==> config.mk <==
export PLATFORM = sky130hd
export DESIGN_NAME = matmul_ctrl
export DESIGN_NICKNAME = d
export VERILOG_FILES = /design/src/rtl/matmul_pkg.sv /design/src/rtl/matmul_ctrl_watchdog.sv /design/src/rtl/matmul_ctrl.sv
export SDC_FILE = /design/constraint.sdc
export NUM_CORES = 1
export LEC_CHECK = 0
export CORE_ASPECT_RATIO = 0.9
export CORE_MARGIN = 3
export CORE_UTILIZATION = 40
export DETAILED_ROUTE_END_ITERATION = 12
export GPL_ROUTABILITY_DRIVEN = 0
export PLACE_DENSITY = 0.68
export SYNTH_ARGS = -nofsm -noshare
export SYNTH_HDL_FRONTEND = slang
export SYNTH_SLANG_ARGS = --single-unit
==> constraint.sdc <==
create_clock -name clk_i -period 6.8 [get_ports clk_i]
set_input_delay 1.36 -clock clk_i [delete_from_list [all_inputs] [get_ports clk_i]]
set_output_delay 1.36 -clock clk_i [all_outputs]
set_load 0.01 [all_outputs]
==> src/rtl/matmul_pkg.sv <==
// matmul_pkg: FSM states, dimension helpers and operand address prefixes shared by the matmul blocks
package matmul_pkg;
   typedef enum logic [1:0] {ST_IDLE, ST_LOAD, ST_WAIT, ST_DONE} state_t;
   localparam logic [4:0] ADDR_A = 5'b00100;
   localparam logic [4:0] ADDR_B = 5'b01000;
   localparam logic [4:0] ADDR_C = 5'b10000;
   function automatic int max_dim(input int bus_w, input int data_w);
      return bus_w / data_w;
   endfunction
   function automatic int c_idx_w(input int md);
      return 2 * $clog2(md) + 1;
   endfunction
endpackage

==> src/rtl/matmul_ctrl_watchdog.sv <==
// matmul_ctrl_watchdog: loadable up-counter that flags when LIMIT-1 is reached and then holds
module matmul_ctrl_watchdog #(
   parameter int LIMIT = 64,
   parameter int WIDTH = $clog2(LIMIT + 1)
) (
   input  logic             clk_i,
   input  logic             rst_i,
   input  logic             load_i,
   input  logic [WIDTH-1:0] load_val_i,
   input  logic             en_i,
   output logic             expire_o
);
   logic [WIDTH-1:0] r_cnt;
   assign expire_o = r_cnt == WIDTH'(LIMIT - 1);
   // count enabled cycles, freezing once expired so the flag stays stable
   always_ff @(posedge clk_i) begin
      if (rst_i) r_cnt <= '0;
      else if (load_i) r_cnt <= load_val_i;
      else if (en_i && !expire_o) r_cnt <= r_cnt + WIDTH'(1);
   end
endmodule

==> src/rtl/matmul_ctrl.sv <==
// matmul_ctrl: request sequencer for a matmul datapath; define MATMUL_CTRL_PERF_EN to add perf_cycles_o
module matmul_ctrl
   import matmul_pkg::*;
#(
   parameter int DATA_WIDTH     = 8,
   parameter int BUS_WIDTH      = 16,
   parameter int TIMEOUT_CYCLES = 64
) (
   input  logic                                  clk_i,
   input  logic                                  rst_i,
   input  logic                                  req_valid_i,
   output logic                                  req_ready_o,
   input  logic [1:0]                            n_dim_i,
   input  logic [1:0]                            k_dim_i,
   input  logic [1:0]                            m_dim_i,
   input  logic                                  mode_i,
   output logic                                  calc_start_o,
   output logic [1:0]                            calc_n_o,
   output logic [1:0]                            calc_k_o,
   output logic [1:0]                            calc_m_o,
   output logic                                  calc_mode_o,
   output logic                                  rd_en_o,
   output logic [1:0]                            rd_row_a_o,
   output logic [1:0]                            rd_row_b_o,
   output logic [c_idx_w(max_dim(BUS_WIDTH, DATA_WIDTH))-1:0] rd_elem_c_o,
   input  logic                                  calc_finish_i,
   input  logic [BUS_WIDTH-1:0]                  calc_flags_i,
   output logic                                  busy_o,
   output logic                                  done_o,
   output logic                                  timeout_o,
   output logic [BUS_WIDTH-1:0]                  flags_o
`ifdef MATMUL_CTRL_PERF_EN
   ,output logic [15:0]                          perf_cycles_o
`endif
);
   localparam int MAX_DIM = max_dim(BUS_WIDTH, DATA_WIDTH);
   localparam int CW      = c_idx_w(MAX_DIM);
   localparam int LW      = 5;
   localparam int WW      = $clog2(TIMEOUT_CYCLES + 1);
   state_t r_state, w_next;
   logic [LW-1:0] r_ld_cnt, w_cl, w_last, w_c;
   logic r_abort, w_accept, w_expire;
   assign w_accept = req_valid_i && (r_state == ST_IDLE);
   // highest C element index for the registered shape; the load phase must also cover every A and B row
   assign w_cl   = (LW'(calc_n_o) + LW'(1)) * (LW'(calc_m_o) + LW'(1)) - LW'(1);
   assign w_last = (w_cl >= LW'(calc_n_o) && w_cl >= LW'(calc_m_o)) ? w_cl :
                   (LW'(calc_n_o) >= LW'(calc_m_o)) ? LW'(calc_n_o) : LW'(calc_m_o);
   assign w_c    = (r_ld_cnt < w_cl) ? r_ld_cnt : w_cl;
   matmul_ctrl_watchdog #(.LIMIT(TIMEOUT_CYCLES), .WIDTH(WW)) u_wdog (
      .clk_i      (clk_i),
      .rst_i      (rst_i),
      .load_i     (w_accept),
      .load_val_i ('0),
      .en_i       (r_state == ST_WAIT),
      .expire_o   (w_expire)
   );
   // next state and state-decoded outputs; indices are combinational so read data lines up with them
   always_comb begin
      w_next       = r_state;
      req_ready_o  = 1'b0;
      calc_start_o = 1'b0;
      rd_en_o      = 1'b0;
      busy_o       = 1'b0;
      done_o       = 1'b0;
      timeout_o    = 1'b0;
      rd_row_a_o   = 2'd0;
      rd_row_b_o   = 2'd0;
      rd_elem_c_o  = '0;
      w_next = (r_state == ST_IDLE) ? (w_accept ? ST_LOAD : ST_IDLE) :
               (r_state == ST_LOAD) ? ((r_ld_cnt == w_last) ? ST_WAIT : ST_LOAD) :
               (r_state == ST_WAIT) ? ((calc_finish_i || w_expire) ? ST_DONE : ST_WAIT) : ST_IDLE;
      req_ready_o  = r_state == ST_IDLE;
      calc_start_o = (r_state == ST_LOAD) || (r_state == ST_WAIT);
      busy_o       = r_state != ST_IDLE;
      done_o       = r_state == ST_DONE;
      timeout_o    = (r_state == ST_DONE) && r_abort;
      rd_en_o      = r_state == ST_LOAD;
      rd_row_a_o   = !rd_en_o ? 2'd0 : (r_ld_cnt < LW'(calc_n_o)) ? r_ld_cnt[1:0] : calc_n_o;
      rd_row_b_o   = !rd_en_o ? 2'd0 : (r_ld_cnt < LW'(calc_m_o)) ? r_ld_cnt[1:0] : calc_m_o;
      rd_elem_c_o  = rd_en_o ? CW'(w_c) : '0;
   end
   // state register, request capture, load counter, finish flags and abort marker
   always_ff @(posedge clk_i) begin
      if (rst_i) begin
         r_state     <= ST_IDLE;
         r_ld_cnt    <= '0;
         r_abort     <= 1'b0;
         calc_n_o    <= 2'd0;
         calc_k_o    <= 2'd0;
         calc_m_o    <= 2'd0;
         calc_mode_o <= 1'b0;
         flags_o     <= '0;
      end else begin
         r_state <= w_next;
         if (w_accept) begin
            calc_n_o    <= n_dim_i;
            calc_k_o    <= k_dim_i;
            calc_m_o    <= m_dim_i;
            calc_mode_o <= mode_i;
            r_ld_cnt    <= '0;
            r_abort     <= 1'b0;
         end
         if (r_state == ST_LOAD) r_ld_cnt <= r_ld_cnt + LW'(1);
         if (r_state == ST_WAIT) begin
            if (calc_finish_i) flags_o <= calc_flags_i;
            r_abort <= !calc_finish_i && w_expire;
         end
      end
   end
`ifdef MATMUL_CTRL_PERF_EN
   logic [15:0] r_perf_cnt;
   // accept-to-done cycle count, saturating, published when DONE is reached
   always_ff @(posedge clk_i) begin
      if (rst_i) begin
         r_perf_cnt    <= '0;
         perf_cycles_o <= '0;
      end else begin
         if (w_accept) r_perf_cnt <= 16'd1;
         else if ((r_state == ST_LOAD || r_state == ST_WAIT) && r_perf_cnt != 16'hFFFF) r_perf_cnt <= r_perf_cnt + 16'd1;
         if (r_state == ST_DONE) perf_cycles_o <= r_perf_cnt;
      end
   end
`endif
endmodule

---- Word level (Yosys, flattened, before mapping) ----
Index checks and enable logic that the tools add are counted.
storage, ports and cells
  output and inout port bits .............. 36
  logic and storage cells ................. 59
  flip-flop bits (word level) ............. 38
operators by class
  $mul .................................... 1
  $lt $le $gt $ge ......................... 6
  add/subtract/negate cells ............... 5
  reductions and logical operators ........ 15
  eq/ne operators ......................... 5
  mux-type cells .......................... 18
operators by type and width
  cell                                               number
  2-to-1 mux 2 bit                                   9
  2-to-1 mux 5 bit                                   3
  greater-or-equal comparator 5 x 2 -> 1 bit         2
  < comparator 5 x 2 -> 1 bit                        2
  adder 7 x 1 -> 7 bit (second input constant)       1
  == test 7 x 6 -> 1 bit (second input constant)     1
  adder 2 x 1 -> 3 bit (second input constant)       2
  2-to-1 mux 3 bit                                   2
  nonzero test 2 bit                                 3
  adder 5 x 1 -> 5 bit (second input constant)       1
  == test 5 bit                                      1
  logical AND 1 bit                                  5
  < comparator 5 bit                                 1
  multiplier 3 x 3 -> 5 bit                          1
  subtractor 5 x 1 -> 5 bit (second input constant)  1
  == test 2 bit (second input constant)              2
  2-to-1 mux 1 bit                                   4
  == test 2 x 1 -> 1 bit (second input constant)     1
  greater-or-equal comparator 2 bit                  1
  logical NOT 1 bit                                  2
  logical NOT 2 bit                                  1
  logical OR 1 bit                                   2
  AND reduction 2 bit                                1
  OR reduction 2 bit                                 1

---- Depth between registers and ports, before layout ----
  depth after elaboration ................. 10
  depth in mapped cells ................... 15

---- By module ----
From an unflattened synthesis, not the netlist that was laid out.
second synthesis, totals
  cell total of the unflattened synthesis .. 326
  area, all modules ....................... 2561.2 um^2
by module, submodules not included
  module                area each (um^2)  cells each  times used
  matmul_ctrl           2078.2            267         1
  matmul_ctrl_watchdog  483.0             59          1

---- Least setup slack after synthesis ----
Ideal clock, no wire load.
  kind .................................... register to output
  from .................................... reg calc_n_o[0]
  to ...................................... out rd_elem_c_o[0]
  stages on the path, launching flop included .. 15
  buffers on the path ..................... 0
  data required time ...................... 5.440 ns
  slack ................................... 1.688 ns
  arrival ................................. 3.752 ns
  cell sequence ........................... dfxtp_1 inv_1 ha_1 nand2_1 ha_1 inv_1 fa_1 inv_1 fa_1 ha_1 o21a_1 o21ai_0 nand2b_1 maj3_1 a211oi_1
between the ends
  longest elaborated chain between the ends .. 6
RTL lines
  element                        line               text
  start: declaration             matmul_ctrl.sv:18  output logic [1:0] calc_n_o,
  start signal: assignment       matmul_ctrl.sv:96  calc_n_o <= n_dim_i;
  adder 2 x 1 -> 3 bit (*)       matmul_ctrl.sv:45  assign w_cl = (LW'(calc_n_o) + LW'(1)) * (LW'(calc_m_o) + LW'(1)) - LW'(1);
  multiplier 3 x 3 -> 5 bit (*)  matmul_ctrl.sv:45
  subtractor 5 x 1 -> 5 bit (*)  matmul_ctrl.sv:45
  < comparator 5 bit             matmul_ctrl.sv:48  assign w_c = (r_ld_cnt < w_cl) ? r_ld_cnt : w_cl;
  2-to-1 mux 3 bit (*)           matmul_ctrl.sv:48
  2-to-1 mux 3 bit (*)           matmul_ctrl.sv:80  rd_elem_c_o = rd_en_o ? CW'(w_c) : '0;
  end: declaration               matmul_ctrl.sv:25  output logic [c_idx_w(max_dim(BUS_WIDTH, DATA_WIDTH))-1:0] rd_elem_c_o,
Every way passes the cells marked *; elsewhere a longest branch is shown, timed or not.

---- Worst setup path after layout ----
  from .................................... reg calc_n_o[0]
  to ...................................... out rd_elem_c_o[2]
Same word-level chain as after synthesis.

==> summary.txt <==
Logic synthesis
  – Post-Synth XOR/XNOR Area: 5.04%
  – Area of the mapped netlist: 2410 µm²
  – Sequential-to-total area share from yosys stat: 31.6%
  – Seq cells post-synth: 38
  – Number of flops mapped to enable cells by yosys: 0
  – Top post-synthesis cells by area: dfxtp_1, ha_1, nand2_1
  – Complex-gate fraction of the synthesized area: 17.7%
  – Synth Area per Inst: 7.92 µm²
  – Most common cell in the netlist: nand2_1
  – Post-synth top area share: 31.6%
  – Most area-hungry cell type in the Yosys netlist: dfxtp_1
  – Synth cell types: between 40 and 50
  – Post-synthesis mux area share: 1.66%
  – Commonest cells post-synth: nand2_1, dfxtp_1, a21oi_1
  – Mapped Cells: 304
  – Largest family of logic cells by synthesized area: simple AND/OR/NAND/NOR gates
  – Synth Flop Type: dfxtp_1
  – Asr flop ratio synth: 0%
  – Synth Area in Simple Gates: 22.9%
  – Ys Warns: 0
  – Post-Syn Nets: 359
  – Synth Area in Adders: 15.6%

Power
  – Static leakage: about 1.2 nW
  – Power per cell area: roughly 190 nW/µm²
  – Max VDD drop: 0.118 mV

Clock network
  – Sink Count: 38
  – H-tree Lvls: 2
  – Clk Latency, worst-skew pair: roughly 0.28 ns
  – Hold buffers post-CTS: 0
  – Postcts setup bufs: 0
  – CTS tree: done
  – Root Buffer: clkbuf_8
  – Worst-path clk slew: 0.07 ns
  – Clk buf depth: 2
  – Num CTS Buffers: 5
  – Resize count post-CTS: 0

Floorplanning
  – Ports: 63
  – Initial Util: 41.8%
  – Row count: 26
  – Core Area: about 5800 µm²
  – Die area: about 7000 µm²
  – Die Width: 87.8 µm
  – Die Ht: 79.6 µm

Detailed routing
  – Via count: 2176
  – DRC Markers: 0
  – WL/cell: between 10 and 15 µm
  – Routed Wire Length: 5490 µm
  – Met2 WL: 2400 µm
  – Met3 WL: between 150 and 200 µm
  – Highest routed metal layer: met4
  – Initial drt markers: 85
  – M1 WL: just under 3000 µm
  – Vias per cell: a little over 5
  – Drt pass-1 iters: 4
  – ANT nets after route: 0

Placed design
  – DP HPWL: 4180 µm
  – Placed insts: 424
  – Place WS: 1.08 ns
  – Port Buffers: 62

Outcome
  – Status: complete, no violations

Global routing
  – Vias in the first global route: 1972
  – Pin count of the biggest net entering global routing: 33
  – Gr ovfl total: 0
  – Initial antenna violation count: 0
  – First-pass GRT wire length: 9110 µm
  – Total track usage: between 15 and 20%

Setup path
  – Req. time, crit path: 5.44 ns
  – Crit path kind: reg2out
  – Nature of the critical path endpoint: output port
  – Worst path slowest cell: fa_1
  – Worst-path cell chain: inv_1 -> ha_1 -> nand2_1 -> ha_1 -> inv_1 -> fa_1 -> inv_1 -> fa_1 -> ha_1 -> o21a_1 -> o21ai_0 -> nand2b_1 -> maj3_1 -> a211oi_1 -> clkdlybuf4s50_1
  – Crit start category: register
  – Crit path buffers/inverters: 4
  – CP peak stage delay: about 0.64 ns
  – Family with the most delay on the worst path: adder cells
  – Crit path max fanout: 7
  – CP Data Arrival Time: 4.66 ns

Layout
  – Synth-to-layout area growth: 31.3%
  – Antenna diodes: 0
  – Layout cells sized above 1: between 4 and 5%
  – Fillers: 555
  – Final instance count without filler cells: 432
  – Layout net count: between 400 and 500

Timing
  – Tmin final: 6.02 ns
  – Worst Skew: 0.00249 ns
  – Fin crit share: 88.5%
  – Worst slew pin tran: 0.591 ns
  – Endpoints failing setup: 0
  – Fin worst setup slack: 0.781 ns
  – Setup_tns: 0 ns
  – RSZ-0062 raised after global routing: no
  – Final hold violation count: 0
  – Slew Limit Fails: 0
  – Relative slew slack: 60.6%
  – Max Fclk: 0.166 GHz

Hold path
  – Hold/Removal Path Class: reg2reg

Run
  – Max-cap viol count: 0
## placed cells by master (no fill, tap or decap), types with 2 or more instances in the layout
cell type / instances
nor2_1: 21
o21bai_1: 2
o21a_1: 3
or3_1: 3
a21boi_0: 2
a41oi_1: 2
fa_1: 2
a21oi_1: 34
dfxtp_1: 38
a21o_1: 2
a311oi_1: 2
o21ai_0: 4
nand2_1: 62
ha_1: 26
clkbuf_8: 6
nor3_1: 6
nand3b_1: 2
xnor2_1: 2
xor2_1: 5
and3_1: 2
nor2b_1: 4
nand2b_1: 7
and2_1: 3
nand3_1: 8
inv_1: 21
mux2i_1: 4
clkdlybuf4s50_1: 62
a211oi_1: 4
xnor2_2: 2
## final timing paths
path | start | end | slack, ns | depth (start not counted)
worst max register to register | calc_n_o[0] | r_state[1] | 2.72 | 15
worst min register to register | u_wdog.r_cnt[6] | u_wdog.r_cnt[6] | 0.44 | 2
worst max-delay path | calc_n_o[0] | rd_elem_c_o[2] | 0.78 | 15
worst min-delay path | u_wdog.r_cnt[6] | u_wdog.r_cnt[6] | 0.44 | 2
## registers in the layout, indices dropped and copies added (netlist names)
signal,cells
flags_o,16
u_wdog.r_cnt,7
r_ld_cnt,5
calc_k_o,2
calc_m_o,2
calc_n_o,2
r_state,2
calc_mode_o,1
r_abort,1
## worst reg2reg max path: stages (launching register included)
cell and delay, ns:
dfxtp_1 0.44, inv_1 0.15, ha_1 0.35, nand2_1 0.07, ha_1 0.27, inv_1 0.05, fa_1 0.52, inv_1 0.06
fa_1 0.43, xor2_1 0.26, o2111a_2 0.33, and3_1 0.17, a311o_1 0.19, o31ai_1 0.07, or4_1 0.44, a211oi_2 0.22
## per-stage QoR
step	area [µm²]	total power, W	hold WS, ns	utilization (%)
2_1_floorplan	2410	0.000376	0.410	-
3_3_place_gp	3070	0.000435	0.419	53.3
3_5_place_dp	3070	0.000439	0.427	53.3
4_1_cts	3160	0.000598	0.438	54.9
5_1_grt	3160	0.000631	0.467	54.9
6_report	3160	0.000592	0.437	54.9
## where the power goes
group,leakage (nW),switching (W),internal (W)
logic,0.878,0.000107,0.0000933
clock network,0.0482,0.0000762,0.0000818
registers,0.308,0.00000677,0.000227
total,1.23,0.000190,0.000402
## kinds of logic (layout without fill, tap and decap cells)
family                     Yosys count  after routing
and+or+nand+nor                    122            122
AOI/OAI and AO/OA                   66             66
DFF                                 38             38
buffers and inverters               35             93
adders and majority gates           29             29
xor gates and xnor gates            10             10
muxes                                4              4
## final cells by class
cell class	instances	area [µm²]	share of cell area, %
multi-input combinational	231	1510	47.8
sequential	38	761	24.1
timing repair buffer	63	628	19.9
tap	70	87.6	2.77
clock buffer	7	86.3	2.73
inverter	22	82.6	2.61
clock inverter	1	5.00	0.158
## routing by layer
layer	up-vias	track usage (%)
li1	1145	-
met1	995	24.7
met2	31	23.9
met3	5	3.41
met4	0	2.76
met5	-	0
Note: power is estimated with default switching activity, not from simulation.
